==> src/rtl/bp_me_axi_manager.sv <==
// BedRock Stream mem_fwd/mem_rev to AXI4 manager bridge.
// One read or write transaction in flight at a time, responses returned strictly in order.
module bp_me_axi_manager #(
    parameter int unsigned bedrock_fill_width_p    = 64,
    parameter int unsigned m_axi_data_width_p      = 64,
    parameter int unsigned m_axi_addr_width_p      = 64,
    parameter int unsigned m_axi_id_width_p        = 1,
    parameter int unsigned mem_fwd_header_width_lp = 59,
    parameter int unsigned mem_rev_header_width_lp = 59
) (
    input  logic                                clk_i,
    input  logic                                reset_i,

    input  logic [mem_fwd_header_width_lp-1:0]  mem_fwd_header_i,
    input  logic [bedrock_fill_width_p-1:0]     mem_fwd_data_i,
    input  logic                                mem_fwd_v_i,
    output logic                                mem_fwd_ready_and_o,

    output logic [mem_rev_header_width_lp-1:0]  mem_rev_header_o,
    output logic [bedrock_fill_width_p-1:0]     mem_rev_data_o,
    output logic                                mem_rev_v_o,
    input  logic                                mem_rev_ready_and_i,

    output logic [m_axi_addr_width_p-1:0]       m_axi_awaddr_o,
    output logic                                m_axi_awvalid_o,
    input  logic                                m_axi_awready_i,
    output logic [m_axi_id_width_p-1:0]         m_axi_awid_o,
    output logic                                m_axi_awlock_o,
    output logic [3:0]                          m_axi_awcache_o,
    output logic [2:0]                          m_axi_awprot_o,
    output logic [7:0]                          m_axi_awlen_o,
    output logic [2:0]                          m_axi_awsize_o,
    output logic [1:0]                          m_axi_awburst_o,
    output logic [3:0]                          m_axi_awqos_o,
    output logic [3:0]                          m_axi_awregion_o,

    output logic [m_axi_data_width_p-1:0]       m_axi_wdata_o,
    output logic [m_axi_data_width_p/8-1:0]     m_axi_wstrb_o,
    output logic                                m_axi_wlast_o,
    output logic                                m_axi_wvalid_o,
    input  logic                                m_axi_wready_i,

    input  logic [m_axi_id_width_p-1:0]         m_axi_bid_i,
    input  logic [1:0]                          m_axi_bresp_i,
    input  logic                                m_axi_bvalid_i,
    output logic                                m_axi_bready_o,

    output logic [m_axi_addr_width_p-1:0]       m_axi_araddr_o,
    output logic                                m_axi_arvalid_o,
    input  logic                                m_axi_arready_i,
    output logic [m_axi_id_width_p-1:0]         m_axi_arid_o,
    output logic                                m_axi_arlock_o,
    output logic [3:0]                          m_axi_arcache_o,
    output logic [2:0]                          m_axi_arprot_o,
    output logic [7:0]                          m_axi_arlen_o,
    output logic [2:0]                          m_axi_arsize_o,
    output logic [1:0]                          m_axi_arburst_o,
    output logic [3:0]                          m_axi_arqos_o,
    output logic [3:0]                          m_axi_arregion_o,

    input  logic [m_axi_data_width_p-1:0]       m_axi_rdata_i,
    input  logic [m_axi_id_width_p-1:0]         m_axi_rid_i,
    input  logic [1:0]                          m_axi_rresp_i,
    input  logic                                m_axi_rlast_i,
    input  logic                                m_axi_rvalid_i,
    output logic                                m_axi_rready_o
);

    typedef struct packed {
        logic [7:0]  payload;
        logic [2:0]  size;
        logic [39:0] addr;
        logic [3:0]  subop;
        logic [3:0]  msg_type;
    } bp_hdr_s;

    typedef enum logic [2:0] {
        e_ready, e_write, e_wresp, e_wack, e_read_addr, e_read_data
    } state_e;

    localparam logic [3:0] e_bedrock_mem_wr = 4'b0001;

    state_e     r_state, w_state_n;
    bp_hdr_s    w_fwd_hdr, r_hdr;

    logic [7:0] w_len, r_len;
    logic [2:0] w_axsize, r_size;
    logic [7:0] w_strb, r_strb;
    logic [5:0] w_align_mask;
    logic [3:0] r_cache;
    logic [1:0] r_burst;
    logic [2:0] r_cnt;
    logic       r_aw_done, r_w_done, r_fwd_taken;
    logic       w_aw_hs, w_w_hs, w_aw_done_now, w_w_done_now;
    logic [63:0] w_rshift, w_rdata_fmt;

    // Size decode of the incoming header: burst length, beat size, narrow strobe
    always_comb begin
        w_fwd_hdr = bp_hdr_s'(mem_fwd_header_i);
        w_len     = 8'd0;
        w_strb    = 8'hFF;
        case (w_fwd_hdr.size)
            3'd0:    w_strb = 8'h01 << w_fwd_hdr.addr[2:0];
            3'd1:    w_strb = 8'h03 << w_fwd_hdr.addr[2:0];
            3'd2:    w_strb = 8'h0F << w_fwd_hdr.addr[2:0];
            3'd4:    w_len  = 8'd1;
            3'd5:    w_len  = 8'd3;
            3'd6:    w_len  = 8'd7;
            3'd7:    w_len  = 8'd15;
            default: w_len  = 8'd0;
        endcase
        w_axsize     = (w_fwd_hdr.size > 3'd3) ? 3'd3 : w_fwd_hdr.size;
        w_align_mask = 6'((8'd1 << w_fwd_hdr.size) - 8'd1);
    end

    assign w_aw_hs       = m_axi_awvalid_o & m_axi_awready_i;
    assign w_w_hs        = m_axi_wvalid_o & m_axi_wready_i;
    assign w_aw_done_now = r_aw_done | w_aw_hs;
    assign w_w_done_now  = r_w_done | (w_w_hs & m_axi_wlast_o);

    always_ff @(posedge clk_i) begin
        if (reset_i) r_state <= e_ready;
        else         r_state <= w_state_n;
    end

    always_comb begin
        w_state_n = r_state;
        case (r_state)
            e_ready:     if (mem_fwd_v_i)
                             w_state_n = (w_fwd_hdr.msg_type == e_bedrock_mem_wr) ? e_write : e_read_addr;
            e_write:     if (w_aw_done_now && w_w_done_now) w_state_n = e_wresp;
            e_wresp:     if (m_axi_bvalid_i) w_state_n = e_wack;
            e_wack:      if (mem_rev_ready_and_i) w_state_n = e_ready;
            e_read_addr: if (m_axi_arready_i) w_state_n = e_read_data;
            e_read_data: if (m_axi_rvalid_i && mem_rev_ready_and_i && m_axi_rlast_i) w_state_n = e_ready;
            default:     w_state_n = e_ready;
        endcase
    end

    // Narrow reads: move the addressed bytes down and replicate them across the word
    always_comb begin
        w_rshift = m_axi_rdata_i >> {r_hdr.addr[2:0], 3'b000};
        case (r_hdr.size)
            3'd0:    w_rdata_fmt = {8{w_rshift[7:0]}};
            3'd1:    w_rdata_fmt = {4{w_rshift[15:0]}};
            3'd2:    w_rdata_fmt = {2{w_rshift[31:0]}};
            default: w_rdata_fmt = m_axi_rdata_i;
        endcase
    end

    always_comb begin
        m_axi_awvalid_o     = 1'b0;
        m_axi_wvalid_o      = 1'b0;
        m_axi_wlast_o       = 1'b0;
        m_axi_bready_o      = 1'b0;
        m_axi_arvalid_o     = 1'b0;
        m_axi_rready_o      = 1'b0;
        mem_fwd_ready_and_o = 1'b0;
        mem_rev_v_o         = 1'b0;
        mem_rev_data_o      = '0;
        case (r_state)
            e_write: begin
                m_axi_awvalid_o     = ~r_aw_done;
                m_axi_wvalid_o      = mem_fwd_v_i & ~r_w_done;
                mem_fwd_ready_and_o = m_axi_wready_i & ~r_w_done;
                m_axi_wlast_o       = (r_cnt == r_len[2:0]);
            end
            e_wresp:     m_axi_bready_o = 1'b1;
            e_wack:      mem_rev_v_o    = 1'b1;
            e_read_addr: begin
                m_axi_arvalid_o     = 1'b1;
                mem_fwd_ready_and_o = ~r_fwd_taken;
            end
            e_read_data: begin
                mem_rev_v_o    = m_axi_rvalid_i;
                m_axi_rready_o = mem_rev_ready_and_i;
                mem_rev_data_o = bedrock_fill_width_p'(w_rdata_fmt);
            end
            default: ;
        endcase
    end

    // Header latch, W beat counter and per-channel completion flags
    always_ff @(posedge clk_i) begin
        if (reset_i) begin
            r_hdr       <= '0;
            r_len       <= 8'd0;
            r_size      <= 3'd0;
            r_strb      <= 8'd0;
            r_cache     <= 4'd0;
            r_burst     <= 2'd0;
            r_cnt       <= 3'd0;
            r_aw_done   <= 1'b0;
            r_w_done    <= 1'b0;
            r_fwd_taken <= 1'b0;
        end else begin
            if (r_state == e_ready && mem_fwd_v_i) begin
                r_hdr       <= w_fwd_hdr;
                r_len       <= w_len;
                r_size      <= w_axsize;
                r_strb      <= w_strb;
                r_cache     <= 4'b0011;
                r_burst     <= 2'b01;
                r_cnt       <= 3'd0;
                r_aw_done   <= 1'b0;
                r_w_done    <= 1'b0;
                r_fwd_taken <= 1'b0;
            end
            if (r_state == e_write) begin
                if (w_aw_hs) r_aw_done <= 1'b1;
                if (w_w_hs) begin
                    if (m_axi_wlast_o) begin
                        r_cnt    <= 3'd0;
                        r_w_done <= 1'b1;
                    end else begin
                        r_cnt    <= r_cnt + 3'd1;
                    end
                end
            end
            if (r_state == e_read_addr && mem_fwd_v_i && mem_fwd_ready_and_o)
                r_fwd_taken <= 1'b1;
        end
    end

    assign mem_rev_header_o = mem_rev_header_width_lp'(r_hdr);
    assign m_axi_wdata_o    = m_axi_data_width_p'(mem_fwd_data_i);
    assign m_axi_wstrb_o    = r_strb;

    assign m_axi_awaddr_o   = m_axi_addr_width_p'(r_hdr.addr);
    assign m_axi_awid_o     = '0;
    assign m_axi_awlock_o   = 1'b0;
    assign m_axi_awcache_o  = r_cache;
    assign m_axi_awprot_o   = 3'd0;
    assign m_axi_awlen_o    = r_len;
    assign m_axi_awsize_o   = r_size;
    assign m_axi_awburst_o  = r_burst;
    assign m_axi_awqos_o    = 4'd0;
    assign m_axi_awregion_o = 4'd0;

    assign m_axi_araddr_o   = m_axi_addr_width_p'(r_hdr.addr);
    assign m_axi_arid_o     = '0;
    assign m_axi_arlock_o   = 1'b0;
    assign m_axi_arcache_o  = r_cache;
    assign m_axi_arprot_o   = 3'd0;
    assign m_axi_arlen_o    = r_len;
    assign m_axi_arsize_o   = r_size;
    assign m_axi_arburst_o  = r_burst;
    assign m_axi_arqos_o    = 4'd0;
    assign m_axi_arregion_o = 4'd0;

    // Error responses are forwarded as-is; these only flag them in simulation
    a_addr_aligned: assert property (@(posedge clk_i) disable iff (reset_i)
        (r_state == e_ready && mem_fwd_v_i) |-> ((w_fwd_hdr.addr[5:0] & w_align_mask) == 6'd0));
    a_bresp_okay: assert property (@(posedge clk_i) disable iff (reset_i)
        (r_state == e_wresp && m_axi_bvalid_i) |-> (m_axi_bresp_i == 2'b00 && m_axi_bid_i == '0));
    a_rresp_okay: assert property (@(posedge clk_i) disable iff (reset_i)
        (r_state == e_read_data && m_axi_rvalid_i) |-> (m_axi_rresp_i == 2'b00 && m_axi_rid_i == '0));

endmodule

==> config.mk <==
export PLATFORM = sky130hd
export DESIGN_NAME = bp_me_axi_manager
export DESIGN_NICKNAME = d
export VERILOG_FILES = /design/src/rtl/bp_me_axi_manager.sv
export SDC_FILE = /design/constraint.sdc
export NUM_CORES = 1
export LEC_CHECK = 0
export ABC_AREA = 1
export CAP_MARGIN = 20
export CELL_PAD_IN_SITES_DETAIL_PLACEMENT = 0
export CELL_PAD_IN_SITES_GLOBAL_PLACEMENT = 1
export CORE_AREA = 2 2 232 234
export CTS_CLUSTER_SIZE = 12
export DETAILED_ROUTE_END_ITERATION = 6
export DIE_AREA = 0 0 234 236
export PLACE_DENSITY_LB_ADDON = 0.1
export SLEW_MARGIN = 20
export SYNTH_ARGS = -nofsm -noshare
export SYNTH_HDL_FRONTEND = slang
export SYNTH_SLANG_ARGS = --single-unit
==> constraint.sdc <==
create_clock -name clk_i -period 2.2 [get_ports clk_i]
set_input_delay 0.66 -clock clk_i [delete_from_list [all_inputs] [get_ports clk_i]]
set_output_delay 0.66 -clock clk_i [all_outputs]
set_load 0.1 [all_outputs]
# ---- Word level (Yosys, flattened, before mapping)
# Cells that the tools add are included.
# Widths: inputs -> output; s select.
dict set report totals {
  out_inout_bits 391
  inputBits 203
  word_cells 97
  reg_bits 89
}
dict set report classes {
  n_reduce_logical 11
  bitwise_logic 10
  muxes 34
  n_addsub 1
  n_shift 4
  eq_ne 21
  order_cmp 1
}
# cell count
set op_table {}
lappend op_table {{$pmux 64 s3} 1}
lappend op_table {{$mux 64} 1}
lappend op_table {{$shr 64x6->32} 1}
lappend op_table {{$mux 3} 12}
lappend op_table {{$pmux 8 s3} 1}
lappend op_table {{$eq 3x3->1 const B} 6}
lappend op_table {{$pmux 3 s6} 1}
lappend op_table {{$pmux 4 s4} 1}
lappend op_table {{$mux 1} 15}
lappend op_table {{$eq 3x2->1 const B} 4}
lappend op_table {{$ne 2x2->1 const B} 6}
lappend op_table {{$eq 3x1->1 const B} 3}
lappend op_table {{$logic_not 3->1} 3}
lappend op_table {{$shl 1x3->8 const A} 1}
lappend op_table {{$shl 2x3->8 const A} 1}
lappend op_table {{$shl 4x3->8 const A} 1}
lappend op_table {{$logic_and 1x1->1} 6}
lappend op_table {{$reduce_and 6->1} 1}
lappend op_table {{$and 1x1->1} 5}
lappend op_table {{$eq 4x1->1 const B} 1}
lappend op_table {{$pmux 1 s2} 2}
lappend op_table {{$add 3x1->3 const B} 1}
lappend op_table {{$eq 3x3->1} 1}
lappend op_table {{$gt 3x2->1 const B} 1}
lappend op_table {{3 further kinds} 6}

# ---- Depth between registers and ports, before layout
# Gate-level depths: netlist of run 1.
dict set report logic_depth {
  depth_word 9
  ltp_mapped 12
  mapped_depth_nobuf 11
}

# ---- Least setup slack after synthesis of run 1
# No wires, ideal clock.
dict set report synth_timing {
  kind {reg2out}
  start {register r_hdr (netlist bit m_axi_araddr_o[2])}
  end {output mem_rev_data_o[47]}
  arrival_ps 3481
  required_ps 1540
  slack_ps -1941
  stages_incl_launch_ff 12
  path_buffers 1
  path_cell_list {dfxtp_1 inv_1 nor2_2 inv_1 buf_2 nor2_1 a21oi_1 nand2_1 nand2_1 nand2_1 nand2_1 a21oi_1}
}
dict set report synth_via {
  elab_chain_len 3
}
# element line_no
set synth_rtl {}
lappend synth_rtl {{start, declared} 84} ;# bp_hdr_s w_fwd_hdr, r_hdr;
lappend synth_rtl {{start signal, assigned} 198} ;# r_hdr <= w_fwd_hdr;
lappend synth_rtl {{$shr 64x6->32} 142} ;# w_rshift = m_axi_rdata_i >> {r_hdr.addr[2:0], 3'b000};
lappend synth_rtl {{$pmux 64 s3} 143} ;# case (r_hdr.size)
lappend synth_rtl {{$mux 64} 161} ;# case (r_state)
lappend synth_rtl {{end, declared} 20} ;# output logic [bedrock_fill_width_p-1:0] mem_rev_data_o,
# Every way passes these cells.

# ---- Worst setup path in the final report of run 1
dict set report layout_timing {
  start {input m_axi_rdata_i[0]}
  end {output mem_rev_data_o[8]}
}
dict set report layout_via {
  elab_chain_len 3
}
# element line_no
set layout_rtl {}
lappend layout_rtl {{start, declared} 61} ;# input logic [m_axi_data_width_p-1:0] m_axi_rdata_i,
lappend layout_rtl {{$shr 64x6->32} 142}
lappend layout_rtl {{$pmux 64 s3} 143}
lappend layout_rtl {{$mux 64} 161}
# Every way passes these cells.

==> impl_results.md, run 1 <==
* Final core occ at around 30%
* Post-synth EDFFs at 0
* Starting Density at between 10 and 15%
* Tmin final at between 2 and 3 ns
* Unique masters post-synth at 32
* Die area at between 50,000 and 60,000 um2
* Dpl cell area at roughly 14,000 um2
* Rel. slew slack at a little over three fifths
* Leak Pwr at 7.15 nW
* Synth Register Bits at between 80 and 90
* Worst-Skew Late Latency at between 0.3 and 0.4 ns
* Required time worst endpoint at between 1.5 and 2 ns
* Vias in the first global route at approximately 9k
* Worst endpoint data arrival time at roughly 2.2 ns
* Max-Cap Viols at 0
* Vias at ~9.0k
* Worst min path class: reg2reg
* CP Cell Sequence: clkdlybuf4s50_1, inv_1, o21ai_1, nand3_2, nand3_4, nand2_4, nand2_2, nand2_2, nor2_4, buf_12
* Area Overhead vs Synth at 107%
* CTS Hold Buffers Added at 0
* Layout cell share with drive strength beyond 1 at 44.3%
* Clk root buf: clkbuf_16
* WL final at roughly 40,000 um
* Syn Area/Cell at 5.88 um2
* DRC viols at 0
* Synth area leaders: buf_4 25%, dfxtp_1 22%, nand2_1 21%
* Clk buf depth at 2
* Most frequent cells after synthesis: 421 x nand2_1, 254 x buf_4, 134 x nor2_1
* Cell Area, Synth at slightly below 8000 um2
* Hold Vio Cnt, Final at 0
* Row Count at 85
* Slew at the pin closest to its max-slew limit at roughly 0.56 ns
* Outcome: finished with violations
* First-pass GRT wire length at about 59,000 um
* Post-route cell area at 15,900 um2
* IO buf count at between 300 and 400
* Yosys top cell area share at between 20% and 30%
* Clock slew at reported path FFs at approximately 0.06 ns
* Total gr overflow at 0
* Tcrit/Tclk final at 128%
* Fmax at 0.354 GHz
* Synth Flop Type: dfxtp_1
* Synth area leader: buf_4
* Async set or reset register ratio after synthesis at 0%
* Crit-path max cell delay at about 0.46 ns
* YS warnings at 0
* Violated checks: negative setup slack
* Largest net degree at the start of global routing at 56
* Fin nets at approximately 1.9k
* CP max FO at 3
* CTS buffer count at 9
* Pins Over Slew Limit at 0
* Avg WL per Cell at approximately 17 um
* Crit-path slowest cell: clkdlybuf4s50_1
* Final setup margin at -0.621 ns
* IO Pins at approximately 590
* Final setup fails at 70
* RSZ-0062 raised after global routing: true
* Kind of critical path: in2out
* DRT Pass-1 Iters at 4
* DP HPWL at around 30,000 um
* Power per Cell Area at 1370 nW/um2
* Sequential share of the synthesized area at 21.9%
* Skew final at about 0.0072 ns
* Post-synthesis cell count at about 1.3k
* Routability congestion estimate at 0.752
* Crit start category: input pin
* VDD IR max at 0.902 mV
* DR iter-0 viols at between 200 and 300
* Most used cell, CP: nand2_2
* Most instantiated library cell after synthesis: nand2_1
* GRT Util Overall at 14.0%
* Initial antenna violation count at 4
* Clock sinks at 84
* Die Wd at ~230 um
* Endpoint type of the worst setup path: primary output
* DR vias/cell at 3.83
* Routed Antenna Nets at 0
* H-tree depth at 3
* CTS tree: built
* Core Region at approximately 53,000 um2
* Vert. Die Dim at between 200 and 250 um
power breakdown:
group	internal, W	total [W]	leakage, nW	switching, W
sequential	0.00186	0.00235	0.694	0.000488
combinational	0.00586	0.0178	6.31	0.0120
clock	0.000860	0.00154	0.143	0.000679
total	0.00858	0.0217	7.15	0.0132
worst max-delay path, delay by kind of cell:
family	cells	cell delay, ns
AO/OA/AOI/OAI	1	0.18
buffers and inverters	3	0.70
AND/OR/NAND/NOR	6	0.61
stage by stage:
stage,TNS (ns),power [W],setup WS (ns),hold WS [ns],cells
after floorplan,-39.69,0.0134,-0.653,0.458,1396
after global placement,-56.53,0.0182,-1.03,0.453,2307
after detailed placement,-56.28,0.0181,-1.02,0.456,2307
after CTS,-39.16,0.0211,-0.650,0.466,2352
after global routing,-42.07,0.0228,-0.696,0.478,2359
final,-34.79,0.0217,-0.621,0.468,2360
cells by family (layout without fill, tap and decap cells):
kind of cell             after synthesis  in the layout  share of synthesized area, %
AND/OR/NAND/NOR                      648            648                          33.6
XOR/XNOR                               1              1                         0.114
other                                  1             89                        0.0487
buffers and inverters                387            654                          31.7
AO/OA/AOI/OAI                        187            187                          12.6
adder cells (fa/ha/maj)                1              1                         0.163
flip-flops                            84             84                          21.9
area by class of cell:
type	count	area (um2)
Clock inverter	4	22.5
Sequential cell	84	1720
Fill cell	5720	37200
Multi-Input combinational cell	925	5580
Timing Repair Buffer	555	7100
Antenna cell	1	2.50
Tap cell	696	871
Clock buffer	12	268
Inverter	83	335
placed cells by master (no fill, tap or decap), types with 6 or more instances in the layout:
| cell type | instances |
|---|---|
| nand2_1 | 332 |
| buf_4 | 199 |
| buf_12 | 191 |
| a21oi_1 | 91 |
| conb_1 | 88 |
| nor2_1 | 77 |
| clkdlybuf4s50_1 | 74 |
| dfxtp_1 | 72 |
| nor2_4 | 55 |
| nand2_4 | 50 |
| inv_1 | 47 |
| dlygate4sd2_1 | 46 |
| nand3_1 | 41 |
| nand2_2 | 40 |
| inv_2 | 30 |
| buf_6 | 22 |
| a21oi_4 | 20 |
| nand3_4 | 19 |
| nand3_2 | 18 |
| o21ai_2 | 18 |
| o21ai_1 | 15 |
| clkbuf_16 | 12 |
| dlymetal6s2s_1 | 11 |
| o21ai_4 | 10 |
| o21ai_0 | 10 |
| a21oi_2 | 8 |
| dfxtp_4 | 8 |
| nor2_2 | 6 |
state kept, by name (all words and copies together) (netlist names):
signal / flops
m_axi_araddr_o: 40
m_axi_arcache_o: 1
m_axi_arlen_o: 4
m_axi_arsize_o: 3
m_axi_wstrb_o: 8
mem_rev_header_o: 19
r_aw_done: 1
r_cnt: 3
r_fwd_taken: 1
r_state: 3
r_w_done: 1
worst paths after layout:
check                                        start                          endpoint  slack (ns)  depth (start not counted)
hold / removal    mem_rev_header_o[5]$_SDFFE_PP0P_  mem_rev_header_o[5]$_SDFFE_PP0P_        0.47                          2
setup / recovery                  m_axi_rdata_i[0]                 mem_rev_data_o[8]       -0.62                         10
setup reg to reg           r_state[1]$_SDFFE_PP0P_           r_state[2]$_SDFFE_PP0P_        0.16                         17
hold reg to reg   mem_rev_header_o[5]$_SDFFE_PP0P_  mem_rev_header_o[5]$_SDFFE_PP0P_        0.47                          2
metal layers:
metal | routed length [um] | track usage [%] | vias to the layer above | part of all wire (%)
li1 | - | - | 4483 | -
met5 | 51 | 0 | - | 0.13
met3 | 3060 | 4.21 | 33 | 7.6
met2 | 19500 | 23.5 | 319 | 48
met4 | 491 | 2.76 | 8 | 1.2
met1 | 17100 | 17.7 | 4192 | 43
what timing repair did:
item                       CTS  global route
hold endpoints to repair     0             0
resized for setup          261           155
buffers inserted            24             9
cloned                       5             2
setup endpoints to repair   70            73
pin swaps                   79            86
Power figures use the tool's default switching activity.
==> run 2: changes to the inputs <==
--- a/config.mk
+++ b/config.mk
@@ -14,6 +14,7 @@
 export DETAILED_ROUTE_END_ITERATION = 6
 export DIE_AREA = 0 0 234 236
 export PLACE_DENSITY_LB_ADDON = 0.1
+export REMOVE_ABC_BUFFERS = 1
 export SLEW_MARGIN = 20
 export SYNTH_ARGS = -nofsm -noshare
 export SYNTH_HDL_FRONTEND = slang
==> constraint.sdc (replaced) <==
create_clock -name clk_i -period 2.76 [get_ports clk_i]
set_input_delay 0.828 -clock clk_i [delete_from_list [all_inputs] [get_ports clk_i]]
set_output_delay 0.828 -clock clk_i [all_outputs]
set_load 0.1 [all_outputs]
==> impl_results.md, run 2 (synthesis results as in run 1) <==
* Pins Over Slew Limit at 0 (unchanged)
* Largest net degree at the start of global routing at 75 (+34%)
* DR vias/cell at 3.87 (+1.2%)
* Vert. Die Dim at 236 um (unchanged)
* Layout cell share with drive strength beyond 1 at 43.2% (-1.1 points)
* Inst Count DP at 2,271 (-1.6%)
* Violated checks: negative setup slack
* Setup TNS at -8.76 ns (+26.03 ns)
* Die area at 55,200 um2 (unchanged)
* Total gr overflow at 0 (unchanged)
* WL final at 42,200 um (+5.2%)
* First-pass GRT wire length at 60,800 um (+3.5%)
* RSZ-0062 raised after global routing: true
* Die Wd at 234 um (unchanged)
* H-tree depth at 3 (unchanged)
* IO buf count at 371 (unchanged)
* Crit-path max cell delay at 0.19 ns (-0.27 ns)
* Skew final at 0.00736 ns (+0.000147 ns)
* Required time worst endpoint at 1.93 ns (+0.39 ns)
* Worst endpoint data arrival time at 2.15 ns (about the same)
* Crit-path slowest cell: clkdlybuf4s15_1
* DRT Pass-1 Iters at 4 (unchanged)
* DR iter-0 viols at 301 (+8.7%)
* Top layer in use: met5
* Core Region at 53,100 um2 (unchanged)
* Fmax at between 0.3 and 0.4 GHz
* CP max FO at 3 (unchanged)
* Internal at 0.00567 W (-34%)
* Vias at 8,930 (-1.2%)
* Clock share of power at 7.4% (+0.3 points)
* Tcrit/Tclk final at 108%
* Avg WL per Cell at 18.3 um (+7.6%)
* Fin nets at 1,810 (-2.8%)
* Leak Pwr at 6.40 nW (-11%)
* Rel. slew slack at 62.4% (about the same)
* GRT Util Overall at 15.0% (+0.92 points)
* Endpoint type of the worst setup path: primary output
* Wire length on met2 at 18,900 um (-2.7%)
* Routability congestion estimate at 0.770 (+2.4%)
* Most frequent cells in the layout: 340 x nand2_1, 261 x buf_4, 94 x a21oi_1
* Worst-Skew Late Latency at 0.36 ns (about the same)
* Clock sinks at 84 (unchanged)
* Switch Pwr at 0.0101 W (-24%)
* Final setup margin at -0.217 ns (+0.404 ns)
* Combinational Power Share at 81.4% (-0.7 points)
* DP HPWL at 32,000 um (+4.4%)
* Slew at the pin closest to its max-slew limit at 0.563 ns (+0.0000225 ns)
* Starting Density at 14.5% (unchanged)
* Routed Antenna Nets at 0 (unchanged)
* Max-Cap Viols at 0 (unchanged)
* Kind of critical path: in2out
* CTS tree: built
* IO Pins at 594 (unchanged)
* Max FFs per register at 40 (unchanged)
* Commonest non-fill, non-tap cell in the layout: nand2_1
* Tmin final at between 2 and 3 ns
* CTS buffer count at 9 (unchanged)
* Hold Vio Cnt, Final at 0 (unchanged)
* Worst min path class: reg2reg
* Outcome: finished with violations
* Most used cell, CP: nand3_2
* Post-layout total power at 0.0157 W (-28%)
* Met1 wire length at 17,700 um (+3.5%)
* DRC viols at 0 (unchanged)
* Clk root buf: clkbuf_16
* Switch share at 64.0% (+3.4 points)
* Fin cells at 2,306 (-2.3%)
* Initial antenna violation count at 2 (-2)
* VDD IR max at 0.658 mV (-27%)
* Reg power frac at 11.2% (+0.4 points)
* Crit start category: input pin
* Clk buf depth at 2 (unchanged)
* CP Cell Sequence: clkdlybuf4s15_1, inv_2, o21ai_2, nand2_1, o21ai_1, inv_1, nand3_2, nand2_2, nand3_2, nand2_4, nor2_4, buf_12
* Row Count at 85 (unchanged)
* Power per Cell Area at 1130 nW/um2 (-17%)
* Met3 wire length at 4710 um (+54%)
* Clock slew at reported path FFs at 0.07 ns (about the same)
* Area Overhead vs Synth at 80.9%
* Vias in the first global route at 8,954 (-2.8%)
* Final setup fails at 64 (-8.6%)
run 2: layout make-up:
class	instances	area, um2
multi-input cells	925	5350
diodes	1	2.50
well taps	696	871
flip-flops and latches	84	1700
clock inverters	4	26.3
fillers	5893	39200
repair buffers	503	5410
inverters	83	324
clock buffers	10	239
run 2: worst max-delay path: cells and delay by family:
kind | cells | cell delay [ns]
AND/OR/NAND/NOR | 6 | 0.56
buffers and inverters | 4 | 0.52
AO/OA/AOI/OAI | 2 | 0.23
run 2: final timing paths:
path                                          start  slack [ns]  depth (start not counted)                                end
setup / recovery                  m_axi_rdata_i[62]       -0.22                         12                 mem_rev_data_o[54]
hold / removal    mem_rev_header_o[56]$_SDFFE_PP0P_        0.47                          2  mem_rev_header_o[56]$_SDFFE_PP0P_
setup reg to reg            r_state[2]$_SDFFE_PP0P_        0.90                         12            r_state[2]$_SDFFE_PP0P_
hold reg to reg   mem_rev_header_o[56]$_SDFFE_PP0P_        0.47                          2  mem_rev_header_o[56]$_SDFFE_PP0P_
run 2: per-layer routing:
layer	up-vias	GRT usage [%]
met5	-	5.89
met4	12	2.82
met3	34	7.65
met2	430	23.1
met1	4077	18.1
li1	4377	-
run 2: power groups by stage:
stage	clock network, W	registers [W]	logic, W
after detailed placement	0	0.00177	0.0111
after CTS	0.00125	0.00177	0.0128
after global routing	0.00128	0.00181	0.0135
after global placement	0	0.00177	0.0111
after floorplan	0	0.00546	0.00378
final	0.00117	0.00176	0.0128
run 2: repair_timing:
action,in CTS,in global routing
resized for setup,518,60
endpoints found under the hold margin,0,0
hold buffers,0,0
setup buffers,12,1
setup endpoints to repair,65,68
pin swaps,93,22
gates cloned,8,0
run 2: stage by stage:
step	utilization, %	cell area (um2)	hold slack, ns	setup WS (ns)
after floorplan	-	5890	0.436	-4.90
after global routing	26.2	13900	0.484	-0.317
final	26.2	13900	0.467	-0.217
after global placement	22.3	11800	0.451	-0.765
after CTS	25.9	13700	0.471	-0.216
after detailed placement	22.3	11800	0.456	-0.765
